--- config.mk ---
export PLATFORM = sky130hd
export DESIGN_NAME = fetch_pc_unit
export DESIGN_NICKNAME = d
export VERILOG_FILES = /design/src/rtl/cpu_pkg.sv /design/src/rtl/next_pc_calc.sv /design/src/rtl/fetch_pc_unit.sv
export SDC_FILE = /design/constraint.sdc
export NUM_CORES = 1
export LEC_CHECK = 0
export BUFFER_PORTS_ARGS = -buffer_cell sky130_fd_sc_hd__buf_4
export CORE_ASPECT_RATIO = 0.9
export CORE_UTILIZATION = 50
export CTS_CLUSTER_DIAMETER = 30
export DETAILED_ROUTE_END_ITERATION = 10
export GPL_ROUTABILITY_DRIVEN = 1
export PLACE_DENSITY = 0.8
export REMOVE_ABC_BUFFERS = 1
export SLEW_MARGIN = 10
export SYNTH_ARGS = -nofsm -noshare
export SYNTH_HDL_FRONTEND = slang
export SYNTH_HIERARCHICAL = 1
export SYNTH_SLANG_ARGS = --single-unit
--- constraint.sdc ---
create_clock -name clk_i -period 7 [get_ports clk_i]
set_input_delay 1.05 -clock clk_i [delete_from_list [all_inputs] [get_ports clk_i]]
set_output_delay 1.05 -clock clk_i [all_outputs]
set_load 0.01 [all_outputs]
--- src/rtl/cpu_pkg.sv ---
// Shared CPU definitions: data width, jump encodings and the fetch state enum.
package cpu_pkg;

  localparam int unsigned XLEN = 32;

  localparam logic [1:0] JUMP_J   = 2'b00;
  localparam logic [1:0] JUMP_SEQ = 2'b01;
  localparam logic [1:0] JUMP_JR  = 2'b10;

  typedef enum logic [1:0] {
    StIdle,
    StFetch,
    StHold
  } fetch_state_e;

endpackage

--- src/rtl/next_pc_calc.sv ---
// Combinational next-PC select: JR, J/JAL, taken branch, or sequential.
module next_pc_calc
  import cpu_pkg::*;
(
  input  logic [XLEN-1:0] pc_plus4_i,
  input  logic [25:0]     instr_idx_i,
  input  logic [1:0]      jump_i,
  input  logic            branch_i,
  input  logic            branch_type_i,
  input  logic            zero_i,
  input  logic [XLEN-1:0] rs_data_i,
  output logic [XLEN-1:0] next_pc_o,
  output logic            taken_o
);

  logic            br_taken;
  logic [XLEN-1:0] br_off;

  always_comb begin
    br_taken  = branch_i && (branch_type_i ? zero_i : !zero_i);
    br_off    = {{14{instr_idx_i[15]}}, instr_idx_i[15:0], 2'b00};
    next_pc_o = pc_plus4_i;
    taken_o   = 1'b0;
    case (jump_i)
      JUMP_JR: begin
        // Misaligned register targets are silently truncated.
        next_pc_o = rs_data_i & ~32'd3;
        taken_o   = 1'b1;
      end
      JUMP_J: begin
        next_pc_o = {pc_plus4_i[31:28], instr_idx_i, 2'b00};
        taken_o   = 1'b1;
      end
      default: begin
        if (br_taken) begin
          next_pc_o = pc_plus4_i + br_off;
          taken_o   = 1'b1;
        end
      end
    endcase
  end

endmodule

--- src/rtl/fetch_pc_unit.sv ---
// Fetch stage: PC, imem req/ack fetch and instruction hold until execute completes.
// Optional FETCH_PERF_EN adds retired/taken counters.
module fetch_pc_unit
  import cpu_pkg::*;
#(
  parameter logic [31:0] RESET_PC = 32'h0000_0000
) (
  input  logic            clk_i,
  input  logic            rst_i,
  output logic            imem_req_o,
  output logic [XLEN-1:0] imem_addr_o,
  input  logic            imem_ack_i,
  input  logic [XLEN-1:0] imem_data_i,
  output logic [XLEN-1:0] instr_o,
  output logic            instr_valid_o,
  input  logic            instr_ready_i,
  output logic [XLEN-1:0] pc_o,
  output logic [XLEN-1:0] pc_plus4_o,
  input  logic [1:0]      jump_i,
  input  logic            branch_i,
  input  logic            branch_type_i,
  input  logic            zero_i,
`ifdef FETCH_PERF_EN
  output logic [31:0]     retired_cnt_o,
  output logic [31:0]     taken_cnt_o,
`endif
  input  logic [XLEN-1:0] rs_data_i
);

  fetch_state_e    state_q;
  logic [XLEN-1:0] pc_q;
  logic [XLEN-1:0] instr_q;
  logic            req_q;
  logic            valid_q;
  logic [XLEN-1:0] pc_plus4;
  logic [XLEN-1:0] next_pc;
  logic            taken;
  logic            accept;

  assign pc_plus4      = pc_q + 32'd4;
  assign accept        = (state_q == StHold) && instr_ready_i;
  assign imem_req_o    = req_q;
  assign imem_addr_o   = pc_q;
  assign instr_o       = instr_q;
  assign instr_valid_o = valid_q;
  assign pc_o          = pc_q;
  assign pc_plus4_o    = pc_plus4;

  next_pc_calc u_next_pc_calc (
    .pc_plus4_i    (pc_plus4),
    .instr_idx_i   (instr_q[25:0]),
    .jump_i        (jump_i),
    .branch_i      (branch_i),
    .branch_type_i (branch_type_i),
    .zero_i        (zero_i),
    .rs_data_i     (rs_data_i),
    .next_pc_o     (next_pc),
    .taken_o       (taken)
  );

  always_ff @(posedge clk_i or negedge rst_i) begin
    if (!rst_i) begin
      state_q <= StIdle;
      pc_q    <= RESET_PC;
      instr_q <= '0;
      req_q   <= 1'b0;
      valid_q <= 1'b0;
    end else begin
      case (state_q)
        StIdle: begin
          state_q <= StFetch;
          req_q   <= 1'b1;
        end
        StFetch: begin
          if (imem_ack_i) begin
            instr_q <= imem_data_i;
            state_q <= StHold;
            req_q   <= 1'b0;
            valid_q <= 1'b1;
          end
        end
        StHold: begin
          if (instr_ready_i) begin
            pc_q    <= next_pc;
            state_q <= StFetch;
            req_q   <= 1'b1;
            valid_q <= 1'b0;
          end
        end
        default: begin
          state_q <= StIdle;
          req_q   <= 1'b0;
          valid_q <= 1'b0;
        end
      endcase
    end
  end

`ifdef FETCH_PERF_EN
  logic [31:0] retired_q;
  logic [31:0] taken_q;

  always_ff @(posedge clk_i or negedge rst_i) begin
    if (!rst_i) begin
      retired_q <= '0;
      taken_q   <= '0;
    end else if (accept) begin
      retired_q <= retired_q + 32'd1;
      if (taken) taken_q <= taken_q + 32'd1;
    end
  end

  assign retired_cnt_o = retired_q;
  assign taken_cnt_o   = taken_q;
`else
  logic unused_perf;
  assign unused_perf = accept ^ taken;
`endif

endmodule

# ---- Word level (Yosys, flattened, before mapping)
# Cells that the tools add are included.
# W data, S select, Z words.
dict set report word_totals {
  ff_bits 68
  inputBits 73
  out_inout_bits 130
  wordCells 33
}
dict set report op_classes {
  n_addsub 2
  n_eq_ne 5
  mux 12
  n_bitwise 1
  reduce_logical 8
}
# cell n
set ops {}
lappend ops {{$pmux W32 S2} 1}
lappend ops {{$add A32 B3 Y32 const B} 1}
lappend ops {{$add A32 B32 Y32} 1}
lappend ops {{$mux W32} 1}
lappend ops {{$pmux W1 S3} 2}
lappend ops {{$pmux W2 S3} 1}
lappend ops {{$reduce_and A2 Y1} 3}
lappend ops {{$mux W1} 5}
lappend ops {{$eq A2 B2 Y1 const B} 2}
lappend ops {{$logic_not A2 Y1} 2}
lappend ops {{$mux W2} 2}
lappend ops {{$ne A2 B2 Y1 const B} 2}
lappend ops {{$reduce_and A3 Y1} 1}
lappend ops {{$eq A2 B1 Y1 const B} 1}
lappend ops {{$logic_and A1 B1 Y1} 1}
lappend ops {{$logic_not A1 Y1} 1}
lappend ops {{$not A1 Y1} 1}

# ---- Longest topological paths before layout
# Gate-level depths: netlist of the first run.
dict set report depth {
  word_depth 5
  depth_mapped 17
}

# ---- Modules after synthesis
# Netlist of the first run, hierarchy kept.
# module instances cells_each area_each_um2 seq_area_each_um2
set modules_own_cells {}
lappend modules_own_cells {fetch_pc_unit 1 268 3309.4 1676.6}
lappend modules_own_cells {next_pc_calc 1 375 2454.9 0.0}

# ---- Worst setup path after synthesis of the first run
# Ideal clock, no wire load.
dict set report synth_timing {
  path_type {register -> register}
  from {reg pc_q[2], in the netlist imem_addr_o[2]}
  to {reg pc_q[31], in the netlist imem_addr_o[31]}
  setup_time_ps 125
  arrival_ps 3859
  required_ps 6875
  setup_slack_ps 3016
  stages_incl_launch_ff 16
  path_cell_list {dfrtp_1 > ha_1 > nand3_1 > nor4_2 > xnor2_1 > ha_1 > a211oi_2 > nand2_1 > o2111a_1 > or4_4 > a311oi_2 > o21ai_0 > nand3_1 > xor2_1 > a21oi_1 > mux2_2}
}
dict set report synth_between {
  elab_chain_len 4
}
# item line_no
set synth_lines {}
lappend synth_lines {{start, declared} fetch_pc_unit.sv:31} ;# logic [XLEN-1:0] pc_q;
lappend synth_lines {{start signal, assigned} fetch_pc_unit.sv:84} ;# pc_q <= next_pc;
lappend synth_lines {{$add A32 B3 Y32} fetch_pc_unit.sv:40} ;# assign pc_plus4 = pc_q + 32'd4;
lappend synth_lines {{net pc_plus4_o[16]} fetch_pc_unit.sv:18} ;# output logic [XLEN-1:0] pc_plus4_o,
lappend synth_lines {{$add A32 B32 Y32} next_pc_calc.sv:36} ;# next_pc_o = pc_plus4_i + br_off;
lappend synth_lines {{$mux W32} next_pc_calc.sv:35} ;# if (br_taken) begin
lappend synth_lines {{$pmux W32 S2} next_pc_calc.sv:24} ;# case (jump_i)
lappend synth_lines {{net next_pc[31]} fetch_pc_unit.sv:36} ;# logic [XLEN-1:0] next_pc;
# The timed path passes the listed nets, and every way through them passes these cells.
# A chain may end at the register's enable or synchronous reset.

# ---- Worst setup path in the final report of the first run
dict set report layout_timing {
  from {reg pc_q[2], in the netlist imem_addr_o[2]}
  to {reg pc_q[31], in the netlist imem_addr_o[31]}
}
dict set report layout_between {
  elab_chain_len 4
}
# item line_no
set layout_lines {}
lappend layout_lines {{$add A32 B3 Y32 *} fetch_pc_unit.sv:40}
lappend layout_lines {{$add A32 B32 Y32} next_pc_calc.sv:36}
lappend layout_lines {{$mux W32} next_pc_calc.sv:35}
lappend layout_lines {{$pmux W32 S2 *} next_pc_calc.sv:24}
lappend layout_lines {{net next_pc[31]} fetch_pc_unit.sv:36}
# The timed path passes the listed nets; every way through them passes the cells marked *.

==> results_dict.tcl, run 1 <==
set metrics [dict create \
    dp_hpwl_um 11700 \
    fin_crit_sh 0.700 \
    core_sq_mm 0.0110 \
    finalHoldViolations 0 \
    fin_setup_tns_ns 0 \
    drt-total-wl_um 15900 \
    clock_skew_ns 0.00426 \
    leakage_nw 3.55 \
    ctsResizeCount 0 \
    antenna_found_initial 0 \
    place_area_sq_mm 0.00708 \
    grt_max_degree 68 \
    grt_pass1_wl_um 25500 \
    slew_violations 0 \
    status "complete, no violations" \
    worst_pin_slew_ns 1.02 \
    max_cap_violations 0 \
    post_drt_wl_per_cell_um 16.7 \
    io_pins 203 \
    final_nets 899 \
    whs_endpoint "instr_o[29]" \
    clk_path_buf_depth 2 \
    setup_viol 0 \
    required_ns 7.22 \
    drive_gt1_frac 0.368 \
    cts.sinks 67 \
    period_needed_ns 4.90 \
    syn_area_sq_mm 0.00576 \
    fin_total_pwr_mw 4.06 \
    design_area_sq_mm 0.00741 \
    cts-htree-levels 3 \
    cp-end-kind "register" \
    regToRegSetupSlack_ns 2.10 \
    viasPerCell 5.64 \
    grt_overflow 0 \
    placement.io_buffers 200 \
    rr_worst_depth 16 \
    fmax_mhz 204 \
    grt_pass1_vias 5146 \
    worstReg2RegEnd "imem_addr_o[31]" \
    fp-row-count 36 \
    postCtsHoldBufs 0 \
    yosysWarnings 6 \
    syn_area_per_cell_sq_um 8.97 \
    vias 5373 \
    whs_path_depth 1 \
    regToRegStartpoint "imem_addr_o[2]" \
    syn_inst 642 \
    synthToLayoutAreaGrowth_pct 28.6 \
    numCtsBuffers 9 \
    cts_root_buf "clkbuf_16" \
    powerDensity_mw_per_mm2 548 \
    hp-start "instr_o[29]" \
    layout_common_cells "203 x buf_4, 80 x nand2_1, 67 x dfrtp_1, 65 x mux2_2, 48 x o21ai_0" \
    path_clk_slew_ns 0.06 \
    drt_pass1_iterations 5 \
    gp_congestion 0.922 \
    die_w_um 115 \
    critPathKind "reg -> reg" \
    rsz0062_at_grt "no" \
    track_usage 0.271 \
    ant_nets 0 \
    ir_worst_vdd_mv 0.346 \
    critPathMaxFanout 8 \
    first_iter_violations 225 \
    drc 0 \
    die_area_sq_mm 0.0120 \
    antennaDiodeCount 0 \
    cts_setup_buffers 0 \
    relSlewSlack 0.316 \
    cp-start-kind "register" \
    critPathArrivalTime_ns 5.12 \
    hold_path.class "reg -> reg" \
    die_h_um 104 \
    tritoncts "built" \
    start_util 0.522 \
    clock_latency_ns 0.34 \
    layout_commonest_cell "buf_4" \
]
[flip-flops by register name (all words and copies together), names as in the netlist]
name / cells
instr_valid_o: 1
imem_addr_o: 32
instr_o: 32
state_q: 2
[area by class of cell]
type,count,area (sq um)
clock inverters,4,72.6
repair buffers,203,1520
clock buffers,12,256
multi-input cells,503,3640
well taps,152,190
inverters,11,41.3
fillers,885,3630
flip-flops and latches,67,1680
[worst max-delay path, cell delays in order (launching register included)]
cell      delay [ns]
dfrtp_1         0.49
ha_1            0.25
nand3_1         0.25
nor4_2          0.84
nand3_1         0.22
xnor2_1         0.38
ha_1            0.37
a21oi_1         0.20
o21a_1          0.19
nand2_1         0.06
or4_4           0.45
a311oi_2        0.22
or3_1           0.14
nand3_1         0.14
xor2_1          0.21
a21oi_1         0.08
mux2_2          0.30
[metrics by stage]
| step | std cells | utilization | setup WS [ns] | hold slack, ns |
|---|---|---|---|---|
| CTS | 952 | 0.671 | 2.11 | 0.508 |
| floorplan | 581 | - | 2.93 | 0.478 |
| global route | 952 | 0.671 | 1.87 | 0.544 |
| detailed placement | 936 | 0.641 | 2.14 | 0.495 |
| global placement | 936 | 0.641 | 2.28 | 0.492 |
| finish | 952 | 0.671 | 2.10 | 0.506 |
[report_power, final]
group	switching, mW	internal (mW)
clock network	0.168	0.330
logic	1.39	1.32
registers	0.276	0.574
[worst max-delay path by stage]
| stage | from | to | cells past startpoint |
|---|---|---|---|
| floorplan | imem_addr_o[10] | imem_addr_o[31] | 15 |
| global placement | imem_addr_o[2] | imem_addr_o[29] | 15 |
| detailed placement | imem_addr_o[2] | imem_addr_o[31] | 15 |
| CTS | imem_addr_o[2] | imem_addr_o[31] | 16 |
| global route | imem_addr_o[2] | imem_addr_o[31] | 16 |
| finish | imem_addr_o[2] | imem_addr_o[31] | 16 |
[per-layer routing]
layer	track usage	routed length [um]	vias to the layer above
met5	0	0	-
met4	0.0826	295	0
met3	0.0527	929	27
met2	0.444	7500	200
met1	0.358	7220	2557
li1	-	-	2589
No activity file was read; power rests on OpenSTA's default activity.
==> run 2: changes to the inputs <==
- CORE_UTILIZATION: 50 -> 47
- PLACE_DENSITY: 0.8 -> 0.79
- clock period: 7 -> 4.3 ns (I/O delays scaled with it)
==> run 2 against run 1 <==
Sequential cell count unchanged. Setup slack got worse by 1.9 ns. Worst hold slack got worse by 0.074 ns. Sequential power up 60%. Global-route usage is 0.34 points lower. Maximum frequency up 19%. Cell count up 2.8%. Non-clock buffer count up 23. Core utilization is 1.7 points lower. First-iteration DRC count increased by 14%. Combinational power grew 73%. Via count up 2.8%. Largest power group unchanged.
==> results_dict.tcl, run 2 (synthesis results as in run 1) <==
set metrics [dict create \
    cp-start-kind "register" \
    leakage_nw 3.65 \
    grt_pass1_wl_um 27000 \
    critPathKind "reg -> reg" \
    gp_congestion 0.917 \
    ant_nets 0 \
    critPathArrivalTime_ns 4.33 \
    die_area_sq_mm 0.0127 \
    fmax_mhz 244 \
    holdWs_ns 0.431 \
    grt_pass1_vias 5510 \
    postCtsHoldBufs 0 \
    tritoncts "built" \
    layout_commonest_cell "buf_4" \
    track_usage 0.268 \
    core_sq_mm 0.0117 \
    cts-htree-levels 3 \
    fin_crit_sh 0.955 \
    ir_worst_vdd_mv 0.548 \
    vias 5524 \
    pre_cts_ws_ns 0.0705 \
    finalHoldViolations 0 \
    cts_root_buf "clkbuf_16" \
    fp-row-count 37 \
    status "complete, no violations" \
    numCtsBuffers 9 \
    path_clk_slew_ns 0.06 \
    drt_pass1_iterations 5 \
    cts.sinks 67 \
    period_needed_ns 4.11 \
    required_ns 4.52 \
    clock_skew_ns 0.00826 \
    hold_path.class "in -> async" \
    max_cap_violations 0 \
    start_util 0.494 \
    critPathMaxFanout 8 \
    die_h_um 107 \
    design_area_sq_mm 0.00763 \
    synthToLayoutAreaGrowth_pct 32.5 \
    grt_overflow 0 \
    die_w_um 119 \
    worst_pin_slew_ns 0.916 \
    clock_latency_ns 0.34 \
    worst_slack_ns 0.194 \
    post_drt_wl_per_cell_um 17.3 \
    dp_hpwl_um 12400 \
    grt_max_degree 68 \
    drt-total-wl_um 16900 \
    antenna_found_initial 0 \
    drc 0 \
    relSlewSlack 0.389 \
    drive_gt1_frac 0.401 \
    first_iter_violations 256 \
    antennaDiodeCount 0 \
    place_area_sq_mm 0.00722 \
    final_nets 922 \
    cp-end-kind "register" \
    slew_violations 0 \
    powerDensity_mw_per_mm2 899 \
    clk_path_buf_depth 2 \
    layout_common_cells "226 x buf_4, 80 x nand2_1, 65 x mux2_2, 62 x dfrtp_1, 48 x o21ai_0" \
    setup_viol 0 \
    placement.io_buffers 200 \
    viasPerCell 5.64 \
    io_pins 203 \
]
[run 2: worst max-delay path, cell delays in order, from the launching register on]
cell and delay, ns:
dfrtp_2 0.44, ha_1 0.22, nand3_2 0.17, nor4_2 0.17
buf_4 0.20, xnor2_1 0.20, ha_1 0.35, a211oi_2 0.21
nand2_1 0.10, o2111a_1 0.30, or4_4 0.59, a311oi_4 0.25
o21ai_0 0.13, nand3_1 0.13, xor2_1 0.16, a21oi_1 0.08
mux2_2 0.28
[run 2: layout make-up]
class	count	area [sq um]
sequential	67	1680
fill	968	4030
clock inverter	6	88.8
clock buffer	10	239
multi-input combinational	503	3690
timing repair buffer	226	1700
tap	156	195
inverter	11	41.3
[run 2: power breakdown]
part           switching [mW]  total [mW]  internal (mW)
Combinational            2.38        4.68           2.30
Sequential              0.424        1.36          0.939
Clock                   0.296       0.819          0.523
[run 2: what timing repair did]
action | CTS | global route
endpoints found under the setup margin | 0 | 7
gates resized for setup | 0 | 13
setup buffers | 0 | 4
[run 2: through the flow]
stage,util,power (mW),setup TNS (ns),std cells
after global placement,0.619,5.78,0,959
after floorplan,-,4.12,0,581
after CTS,0.647,6.76,0,975
after global routing,0.654,7.37,-0.00411,979
after detailed placement,0.619,5.90,0,959
final,0.654,6.86,0,979
[run 2: worst paths after layout]
path,from,end,slack (ns),cells past startpoint
worst max-delay path,imem_addr_o[2],imem_addr_o[31],0.19,16
worst min-delay path,rst_i,instr_o[26],0.43,1
worst max register to register,imem_addr_o[2],imem_addr_o[31],0.19,16
worst min register to register,instr_o[26],instr_o[26],0.51,1
max in group asynchronous,rst_i,imem_addr_o[3],3.20,1
min in group clk_i,instr_o[26],instr_o[26],0.51,1
[run 2: layer usage]
metal,track usage,up-vias,share of wire
met3,0.0537,27,0.061
met4,0.0904,0,0.018
met1,0.334,2653,0.43
li1,-,2633,-
met5,0,-,0
met2,0.461,211,0.49
==> run 3: changes to the inputs <==
- BUFFER_PORTS_ARGS: -buffer_cell sky130_fd_sc_hd__buf_4 -> not set
- CORE_UTILIZATION: 47 -> 50
- DONT_BUFFER_PORTS: not set -> 1
- PLACE_DENSITY: 0.79 -> 0.68
==> run 3 against run 2 <==
Critical path depth stayed put. Clock skew about the same. Setup slack better by 0.078 ns. Maximum frequency rose by 1.9%. Clock power down 8.1%. Cell count fell by 18%. Via count is 14% lower. Global-route usage decreased by 0.85 points. Wire length down 10%. Non-clock buffer count down 175. Core utilization is 8.6 points lower. Critical path type unchanged. Largest power group unchanged.
==> results_dict.tcl, run 3 (synthesis results as in run 1) <==
set metrics [dict create \
    status "complete, no violations" \
    required_ns 4.52 \
    design_area_sq_mm 0.00627 \
    fin_crit_sh 0.937 \
    drive_gt1_frac 0.224 \
    fin_setup_tns_ns 0 \
    critPathKind "reg -> reg" \
    cts_root_buf "clkbuf_16" \
    start_util 0.522 \
    ant_nets 0 \
    worst_slack_ns 0.272 \
    die_area_sq_mm 0.0120 \
    cp_top_family "simple AND/OR/NAND/NOR gates" \
    grt_overflow 0 \
    relSlewSlack 0.471 \
    slowest_stage "or4_4" \
    fin_cells 800 \
    gp_congestion 0.852 \
    nFillCells 1006 \
    placedCellCount 782 \
    cts-htree-levels 3 \
    critPathArrivalTime_ns 4.25 \
    setup_viol 0 \
    finalHoldViolations 0 \
    pre_cts_ws_ns 0.189 \
    leakage_nw 2.80 \
    regToRegSetupSlack_ns 0.27 \
    synthToLayoutAreaGrowth_pct 8.86 \
    io_pins 203 \
    clock_skew_ns 0.00788 \
    cp-end-kind "register" \
    vias 4748 \
    fmax_mhz 248 \
    first_iter_violations 222 \
    cp-start-kind "register" \
    hold_path.class "in -> async" \
    antennaDiodeCount 0 \
    fp-row-count 36 \
    drc 0 \
    layout_commonest_cell "nand2_1" \
    place_area_sq_mm 0.00592 \
    powerDensity_mw_per_mm2 949 \
    viasPerCell 5.94 \
    die_w_um 115 \
    path_clk_slew_ns 0.06 \
    clk_path_buf_depth 2 \
    max_cap_violations 0 \
    final_nets 747 \
    track_usage 0.259 \
    period_needed_ns 4.03 \
    layout_common_cells "80 x nand2_1, 67 x dfrtp_1, 65 x mux2_2, 50 x buf_4, 48 x o21ai_0" \
    postLayoutCoreUtil 0.568 \
    critPathBufInv 1 \
    antenna_found_initial 0 \
    tritoncts "built" \
    slew_violations 0 \
    path_cells "ha_1, nand3_2, nor4_2, buf_4, xnor2_1, ha_1, a211oi_2, nand2_1, o2111a_1, or4_4, a31oi_1, o21ai_0, xor2_1, nand2_1, a31oi_1, mux2_2" \
    critPathMaxFanout 5 \
    die_h_um 104 \
    dp_hpwl_um 11100 \
    clock_latency_ns 0.35 \
    ir_worst_vdd_mv 0.389 \
    holdWs_ns 0.181 \
    worst_pin_slew_ns 0.791 \
    fin_total_pwr_mw 5.95 \
    core_sq_mm 0.0110 \
    drt_pass1_iterations 4 \
    grt_max_degree 68 \
    numCtsBuffers 9 \
    placement.io_buffers 0 \
    grt_pass1_wl_um 24000 \
    drt-total-wl_um 15200 \
    cts.sinks 67 \
    grt_pass1_vias 4653 \
    crit_path_max_incr_delay_ns 0.58 \
    post_drt_wl_per_cell_um 19.0 \
]
run 3: where the power goes:
part           total, mW  leakage, nW  switching, mW  internal (mW)
Clock              0.753        0.150          0.285          0.467
Sequential          1.44        0.808          0.510          0.932
Combinational       3.76         1.85           2.07           1.68
Total               5.95         2.80           2.87           3.08
run 3: repair_timing:
item,in CTS,in global routing
buffers inserted,0,1
endpoints found under the hold margin,67,0
endpoints found under the setup margin,0,4
hold buffers,1,0
gates resized for setup,0,3
run 3: final timing paths:
| kind | start | end | depth (start not counted) |
|---|---|---|---|
| max | imem_addr_o[2] | imem_addr_o[29] | 16 |
| min in group clk_i | imem_ack_i | state_q[0] | 1 |
| min reg2reg | state_q[1] | state_q[0] | 1 |
| max reg2reg | imem_addr_o[2] | imem_addr_o[29] | 16 |
| min | rst_i | imem_addr_o[1] | 1 |
| max in group asynchronous | rst_i | instr_o[25] | 1 |
run 3: layout make-up:
cell class                      instances  area (sq um)  area share
Multi-Input combinational cell        503          3660       0.583
Sequential cell                        67          1680       0.267
Timing Repair Buffer                   51           403      0.0642
Clock buffer                           11           243      0.0387
Tap cell                              152           190      0.0303
Clock inverter                          5          61.3     0.00978
Inverter                               11          41.3     0.00658
run 3: routing by layer:
layer | track usage | routed length (um) | up-vias | share of wire
met5 | 0 | 0 | - | 0
met2 | 0.401 | 6870 | 176 | 0.45
met3 | 0.0772 | 1270 | 11 | 0.084
met1 | 0.347 | 6860 | 2265 | 0.45
met4 | 0.0742 | 164 | 0 | 0.011
li1 | - | - | 2296 | -
